--- src/rtl/uart_alu_pkg.sv ---
// Shared opcodes, header length and parser state encoding for the UART ALU responder.
package uart_alu_pkg;

  localparam logic [7:0]  OP_ECHO = 8'hEC;
  localparam logic [7:0]  OP_ADD  = 8'hA0;
  localparam logic [7:0]  OP_MUL  = 8'hB0;
  localparam logic [15:0] HDR_LEN = 16'd4;

  typedef enum logic [2:0] {
    StOpc,
    StRsv,
    StLenLo,
    StLenHi,
    StEcho,
    StOper,
    StDrain,
    StResult
  } state_e;

endpackage

--- src/rtl/uart_alu_result_ser.sv ---
// Loads a 32-bit word and streams it out as 4 little-endian bytes with backpressure.
module uart_alu_result_ser (
  input  logic        clk_i,
  input  logic        rst_i,
  input  logic        load_i,
  input  logic [31:0] word_i,
  input  logic        tready_i,
  output logic [7:0]  tdata_o,
  output logic        tvalid_o,
  output logic        last_o
);

  logic [31:0] data_q, data_d;
  logic [1:0]  cnt_q, cnt_d;
  logic        valid_q, valid_d;
  logic        hs;

  assign hs       = valid_q & tready_i;
  assign tdata_o  = data_q[7:0];
  assign tvalid_o = valid_q;
  assign last_o   = hs & (cnt_q == 2'd3);

  always_comb begin
    data_d  = data_q;
    cnt_d   = cnt_q;
    valid_d = valid_q;
    if (load_i) begin
      data_d  = word_i;
      cnt_d   = 2'd0;
      valid_d = 1'b1;
    end else if (hs) begin
      data_d = {8'h00, data_q[31:8]};
      cnt_d  = cnt_q + 2'd1;
      if (cnt_q == 2'd3) valid_d = 1'b0;
    end
  end

  always_ff @(posedge clk_i) begin
    if (rst_i) begin
      data_q  <= '0;
      cnt_q   <= '0;
      valid_q <= 1'b0;
    end else begin
      data_q  <= data_d;
      cnt_q   <= cnt_d;
      valid_q <= valid_d;
    end
  end

endmodule

--- src/rtl/uart_alu_responder.sv ---
// Parses framed UART ALU packets (ECHO/ADD32/MUL32) and streams the response bytes back.
module uart_alu_responder
  import uart_alu_pkg::*;
#(
  parameter int unsigned DATA_WIDTH = 8
) (
  input  logic                  clk_i,
  input  logic                  rst_i,
  input  logic [DATA_WIDTH-1:0] s_axis_tdata,
  input  logic                  s_axis_tvalid,
  output logic                  s_axis_tready,
  output logic [DATA_WIDTH-1:0] m_axis_tdata,
  output logic                  m_axis_tvalid,
  input  logic                  m_axis_tready
);

  state_e      state_q, state_d;
  logic [7:0]  opcode_q, opcode_d;
  logic [7:0]  len_lo_q, len_lo_d;
  logic [15:0] remaining_q, remaining_d;
  logic [1:0]  byte_idx_q, byte_idx_d;
  logic [31:0] opnd_q, opnd_d;
  logic [31:0] acc_q, acc_d;
  logic        first_q, first_d;
  logic [7:0]  echo_data_q, echo_data_d;
  logic        echo_valid_q, echo_valid_d;
  logic        live_q;

  logic        s_hs;
  logic [15:0] len;
  logic [31:0] opnd_full;
  logic [31:0] acc_new;
  logic        ser_load;
  logic [7:0]  ser_data;
  logic        ser_valid;
  logic        ser_last;

  assign s_hs      = s_axis_tvalid & s_axis_tready;
  assign len       = {s_axis_tdata, len_lo_q};
  // Operand bytes enter at the top so the 4th byte completes a little-endian word.
  assign opnd_full = {s_axis_tdata, opnd_q[31:8]};
  assign acc_new   = first_q            ? opnd_full :
                     (opcode_q == OP_MUL) ? acc_q * opnd_full : acc_q + opnd_full;

  assign m_axis_tvalid = echo_valid_q | ser_valid;
  assign m_axis_tdata  = ser_valid ? ser_data : echo_data_q;

  // live_q keeps the input closed until the first cycle after reset is released.
  always_comb begin
    s_axis_tready = 1'b0;
    if (live_q) begin
      unique case (state_q)
        StEcho:   s_axis_tready = (remaining_q != '0) && (!echo_valid_q || m_axis_tready);
        StResult: s_axis_tready = 1'b0;
        default:  s_axis_tready = 1'b1;
      endcase
    end
  end

  always_comb begin
    state_d      = state_q;
    opcode_d     = opcode_q;
    len_lo_d     = len_lo_q;
    remaining_d  = remaining_q;
    byte_idx_d   = byte_idx_q;
    opnd_d       = opnd_q;
    acc_d        = acc_q;
    first_d      = first_q;
    echo_data_d  = echo_data_q;
    echo_valid_d = echo_valid_q;
    ser_load     = 1'b0;

    unique case (state_q)
      StOpc: begin
        if (s_hs) begin
          opcode_d = s_axis_tdata;
          state_d  = StRsv;
        end
      end
      StRsv: begin
        if (s_hs) state_d = StLenLo;
      end
      StLenLo: begin
        if (s_hs) begin
          len_lo_d = s_axis_tdata;
          state_d  = StLenHi;
        end
      end
      StLenHi: begin
        if (s_hs) begin
          remaining_d = (len >= HDR_LEN) ? len - HDR_LEN : '0;
          byte_idx_d  = '0;
          opnd_d      = '0;
          first_d     = 1'b1;
          if (len <= HDR_LEN) begin
            state_d = StOpc;
          end else if (opcode_q == OP_ECHO) begin
            state_d = StEcho;
          end else if ((opcode_q == OP_ADD || opcode_q == OP_MUL) &&
                       len >= 16'd8 && len[1:0] == 2'b00) begin
            state_d = StOper;
          end else begin
            state_d = StDrain;
          end
        end
      end
      StEcho: begin
        if (s_hs) begin
          echo_data_d  = s_axis_tdata;
          echo_valid_d = 1'b1;
          remaining_d  = remaining_q - 16'd1;
        end else if (echo_valid_q && m_axis_tready) begin
          echo_valid_d = 1'b0;
          if (remaining_q == '0) state_d = StOpc;
        end
      end
      StOper: begin
        if (s_hs) begin
          remaining_d = remaining_q - 16'd1;
          byte_idx_d  = byte_idx_q + 2'd1;
          opnd_d      = opnd_full;
          if (byte_idx_q == 2'd3) begin
            acc_d   = acc_new;
            first_d = 1'b0;
          end
          if (remaining_q == 16'd1) begin
            ser_load = 1'b1;
            state_d  = StResult;
          end
        end
      end
      StDrain: begin
        if (s_hs) begin
          remaining_d = remaining_q - 16'd1;
          if (remaining_q == 16'd1) state_d = StOpc;
        end
      end
      StResult: begin
        if (ser_last) state_d = StOpc;
      end
      default: state_d = StOpc;
    endcase
  end

  always_ff @(posedge clk_i) begin
    if (rst_i) begin
      state_q      <= StOpc;
      opcode_q     <= '0;
      len_lo_q     <= '0;
      remaining_q  <= '0;
      byte_idx_q   <= '0;
      opnd_q       <= '0;
      acc_q        <= '0;
      first_q      <= 1'b1;
      echo_data_q  <= '0;
      echo_valid_q <= 1'b0;
      live_q       <= 1'b0;
    end else begin
      state_q      <= state_d;
      opcode_q     <= opcode_d;
      len_lo_q     <= len_lo_d;
      remaining_q  <= remaining_d;
      byte_idx_q   <= byte_idx_d;
      opnd_q       <= opnd_d;
      acc_q        <= acc_d;
      first_q      <= first_d;
      echo_data_q  <= echo_data_d;
      echo_valid_q <= echo_valid_d;
      live_q       <= 1'b1;
    end
  end

  uart_alu_result_ser u_result_ser (
    .clk_i    (clk_i),
    .rst_i    (rst_i),
    .load_i   (ser_load),
    .word_i   (acc_new),
    .tready_i (m_axis_tready),
    .tdata_o  (ser_data),
    .tvalid_o (ser_valid),
    .last_o   (ser_last)
  );

endmodule
--- config.mk ---
export PLATFORM = sky130hd
export DESIGN_NAME = uart_alu_responder
export DESIGN_NICKNAME = d
export VERILOG_FILES = /design/src/rtl/uart_alu_pkg.sv /design/src/rtl/uart_alu_result_ser.sv /design/src/rtl/uart_alu_responder.sv
export SDC_FILE = /design/constraint.sdc
export NUM_CORES = 2
export LEC_CHECK = 0
export BUFFER_PORTS_ARGS = -buffer_cell sky130_fd_sc_hd__buf_2
export CAP_MARGIN = 20
export CORE_ASPECT_RATIO = 1.75
export CORE_MARGIN = 10
export CORE_UTILIZATION = 50
export DETAILED_ROUTE_END_ITERATION = 10
export PLACE_DENSITY = 0.65
export SLEW_MARGIN = 20
export SYNTH_ARGS = -nofsm -noshare
export SYNTH_HDL_FRONTEND = slang
export SYNTH_SLANG_ARGS = --single-unit
--- constraint.sdc ---
create_clock -name clk_i -period 16 [get_ports clk_i]
set_input_delay 2.4 -clock clk_i [delete_from_list [all_inputs] [get_ports clk_i]]
set_output_delay 2.4 -clock clk_i [all_outputs]
set_load 0.02 [all_outputs]
==> results.py <==
metrics = {
    "worst_setup_path": {
        "worstReg2RegEnd": "u_result_ser.data_q[28]",
        "required_ns": 16.35,
        "r2r-start": "acc_q[6]",
        "critPathKind": "in2reg",
        "r2r_slack_ns": 7.74,
        "cp.arrival_ns": 8.94,
        "end_kind": "flop",
        "startpoint_type": "input pin",
        "critPathMaxFanout": 17,
        "reg2reg_depth": 23,
    },
    "floorplan": {
        "die_h_um": 310,
        "die-width_um": 186,
        "start_util_pct": 50.4,
        "core_um2": 47700,
        "row_count": 106,
        "ios": 22,
        "die_area_um2": 57700,
    },
    "logic_synthesis": {
        "avgSynthCellArea_um2": 8.60,
        "ys_types": 78,
        "synth_edf_count": 0,
        "netlist_area_um2": 24100,
        "ys_async_sr_fraction_pct": 0,
        "synth_fp_nets": 3382,
        "syn_inst": 2800,
        "yosys_warnings": 0,
        "ys_seq_area_share_pct": 11.6,
        "synthFlopType": "dfxtp_1",
        "synth-seq-cells": 139,
    },
    "place": {
        "io_buffers": 21,
        "dp_hpwl_um": 58200,
        "place.gp.congestion": 0.989,
        "dp_slack_ns": 7.01,
    },
    "clocking": {
        "clock-sinks": 139,
        "clock_latency_ns": 0.45,
        "cts-root-buf": "clkbuf_16",
        "htree_levels": 4,
        "cts_setup_buffers": 0,
        "postCtsResizedCells": 0,
        "hold_buffers": 0,
        "clk_path_buf_depth": 2,
        "numCtsBuffers": 17,
        "clk_pin_slew_ns": 0.07,
        "cts_tree": "yes",
    },
    "routing": {
        "totalWireLength_um": 76900,
        "via_per_inst": 5.91,
        "vias": 19700,
        "avgRoutedWirePerCell_um": 23.1,
        "drcViolationCount": 0,
        "drt-pass1-iter-count": 6,
        "ant_nets": 0,
        "drt_iter0_markers": 1378,
    },
    "outcome": {
        "status": "completed",
    },
    "grt": {
        "grt_max_degree": 83,
        "antenna_found_initial": 0,
        "grt_pass1_vias": 21100,
        "grt_pass1_wl_um": 120000,
        "grt_overflow": 0,
        "grtUsageTotal_pct": 27.6,
    },
    "timing": {
        "tns_ns": 0,
        "fin_crit_sh_pct": 53.7,
        "fmax_mhz": 116,
        "layout_setup_ws_ns": 7.41,
        "worstMarginPinSlew_ns": 0.974,
        "max_slew_margin_pct": 34.5,
        "hold_viol": 0,
        "drv_slew": 0,
        "setup_viol": 0,
        "min_period_ns": 8.59,
        "fin_skew_ns": 0.0131,
        "rsz0062_at_grt": "no",
    },
    "job": {
        "max_cap_violations": 0,
    },
    "worst_hold_path": {
        "min_to": "acc_q[2]",
        "hold_path.class": "reg2reg",
        "whs_path_depth": 2,
        "holdCritStartpoint": "acc_q[2]",
    },
    "power_and_ir_drop": {
        "peakVddDrop_v": 0.000108,
        "powerDensity_nw_per_um2": 31.0,
        "leakagePower_nw": 11.7,
    },
    "finish": {
        "layout-drive-gt1-share_pct": 5.24,
        "diodes": 0,
        "final_nets": 3299,
        "syn_to_final_growth_pct": 4.80,
    },
}
metal layers:
layer,wire [um],vias to the layer above,track usage [%]
met5,0,-,0
met4,5980,0,18.3
met3,3840,252,3.82
met2,40700,741,50.3
met1,26400,9969,28.6
li1,-,8690,-
power by group:
part	internal (W)	total, W	switching (W)
Combinational	0.00000981	0.0000351	0.0000253
Clock	0.000207	0.000398	0.000190
Sequential	0.000347	0.000350	0.00000221
synthesized netlist by cell type, types with 20 or more instances:
| cell | n | area share [%] |
|---|---|---|
| nand3_1 | 43 | 0.89 |
| a22oi_1 | 37 | 1.2 |
| o21ai_0 | 90 | 1.9 |
| dfxtp_1 | 139 | 12 |
| nand2_1 | 319 | 5.0 |
| a21oi_1 | 93 | 1.9 |
| inv_1 | 404 | 6.3 |
| a211oi_1 | 48 | 1.5 |
| fa_1 | 409 | 34 |
| nor2_1 | 153 | 2.4 |
| mux2i_1 | 35 | 1.5 |
| clkbuf_1 | 159 | 2.5 |
| and3_1 | 21 | 0.55 |
| nor3_1 | 29 | 0.60 |
| xor2_1 | 34 | 1.2 |
| ha_1 | 161 | 8.4 |
| a21o_1 | 20 | 0.62 |
| and2_1 | 310 | 8.1 |
| xnor2_1 | 87 | 3.2 |
logic make-up (layout without fill, tap and decap cells):
| group | Yosys count | after routing | synth area share [%] |
|---|---|---|---|
| muxes | 48 | 48 | 2.06 |
| and+or+nand+nor | 945 | 945 | 19.6 |
| adders and majority gates | 570 | 570 | 42.4 |
| DFF | 139 | 139 | 11.6 |
| xor gates and xnor gates | 123 | 123 | 4.56 |
| AOI/OAI and AO/OA | 395 | 395 | 10.7 |
| buffers and inverters | 580 | 510 | 9.13 |
sequential cells by signal (all words and copies together), names as in the netlist, 2 cells and up:
| name | cells |
|---|---|
| u_result_ser.data_q | 32 |
| opnd_q | 24 |
| opcode_q | 8 |
| len_lo_q | 8 |
| byte_idx_q | 2 |
| acc_q | 32 |
| echo_data_q | 8 |
| remaining_q | 16 |
| state_q | 3 |
| u_result_ser.cnt_q | 2 |
critical path, cell delays in order:
cell and delay, ns:
buf_2 0.25, and2_1 0.22, fa_1 0.51, inv_1 0.06, fa_1 0.50, inv_1 0.06
fa_1 0.49, fa_1 0.49, inv_1 0.05, fa_1 0.45, fa_1 0.52, fa_1 0.43
fa_1 0.39, xor2_1 0.16, xnor2_1 0.20, xnor2_1 0.12, xnor2_1 0.24, xnor2_2 0.16
xnor3_1 0.36, or3_1 0.34, a21oi_2 0.21, nor4_1 0.07, a211oi_1 0.24
area by class of cell:
cell class                      count  area [um^2]
Fill cell                        4504        22500
Tap cell                          594          743
Sequential cell                   139         2790
Inverter                          405         1520
Clock inverter                     15          156
Clock buffer                       17          425
Timing Repair Buffer               73          498
Multi-Input combinational cell   2081        19100
per-stage QoR:
| stage | cells | utilization, % | total power [W] | instance area (um^2) | hold WS, ns |
|---|---|---|---|---|---|
| floorplan | 2800 | - | 0.000381 | 24100 | 0.439 |
| global placement | 3292 | 51.6 | 0.000391 | 24600 | 0.443 |
| detailed placement | 3292 | 51.6 | 0.000392 | 24600 | 0.451 |
| CTS | 3324 | 52.8 | 0.000787 | 25200 | 0.461 |
| global route | 3324 | 52.8 | 0.000802 | 25200 | 0.490 |
| finish | 3324 | 52.8 | 0.000782 | 25200 | 0.462 |
cell usage in the layout (no fill, tap or decap), drive strengths merged, types with 73 or more instances in the layout:
| cell type | Yosys | routed |
|---|---|---|
| a21oi | 95 | 95 |
| inv | 404 | 411 |
| xnor2 | 88 | 88 |
| dfxtp | 139 | 139 |
| nand2 | 319 | 319 |
| nor2 | 153 | 153 |
| fa | 409 | 409 |
| o21ai | 92 | 92 |
| and2 | 310 | 310 |
| buf | 15 | 73 |
| ha | 161 | 161 |
worst max-delay path by stage:
stage,from,to,cells past startpoint
after detailed placement,s_axis_tdata[0],acc_q[31],23
after floorplan,s_axis_tdata[0],acc_q[31],24
after CTS,s_axis_tdata[0],acc_q[31],23
after global routing,s_axis_tdata[0],acc_q[31],23
after global placement,s_axis_tdata[0],acc_q[31],23
final,s_axis_tdata[0],acc_q[31],23
Note: power is estimated with default switching activity, not from simulation.
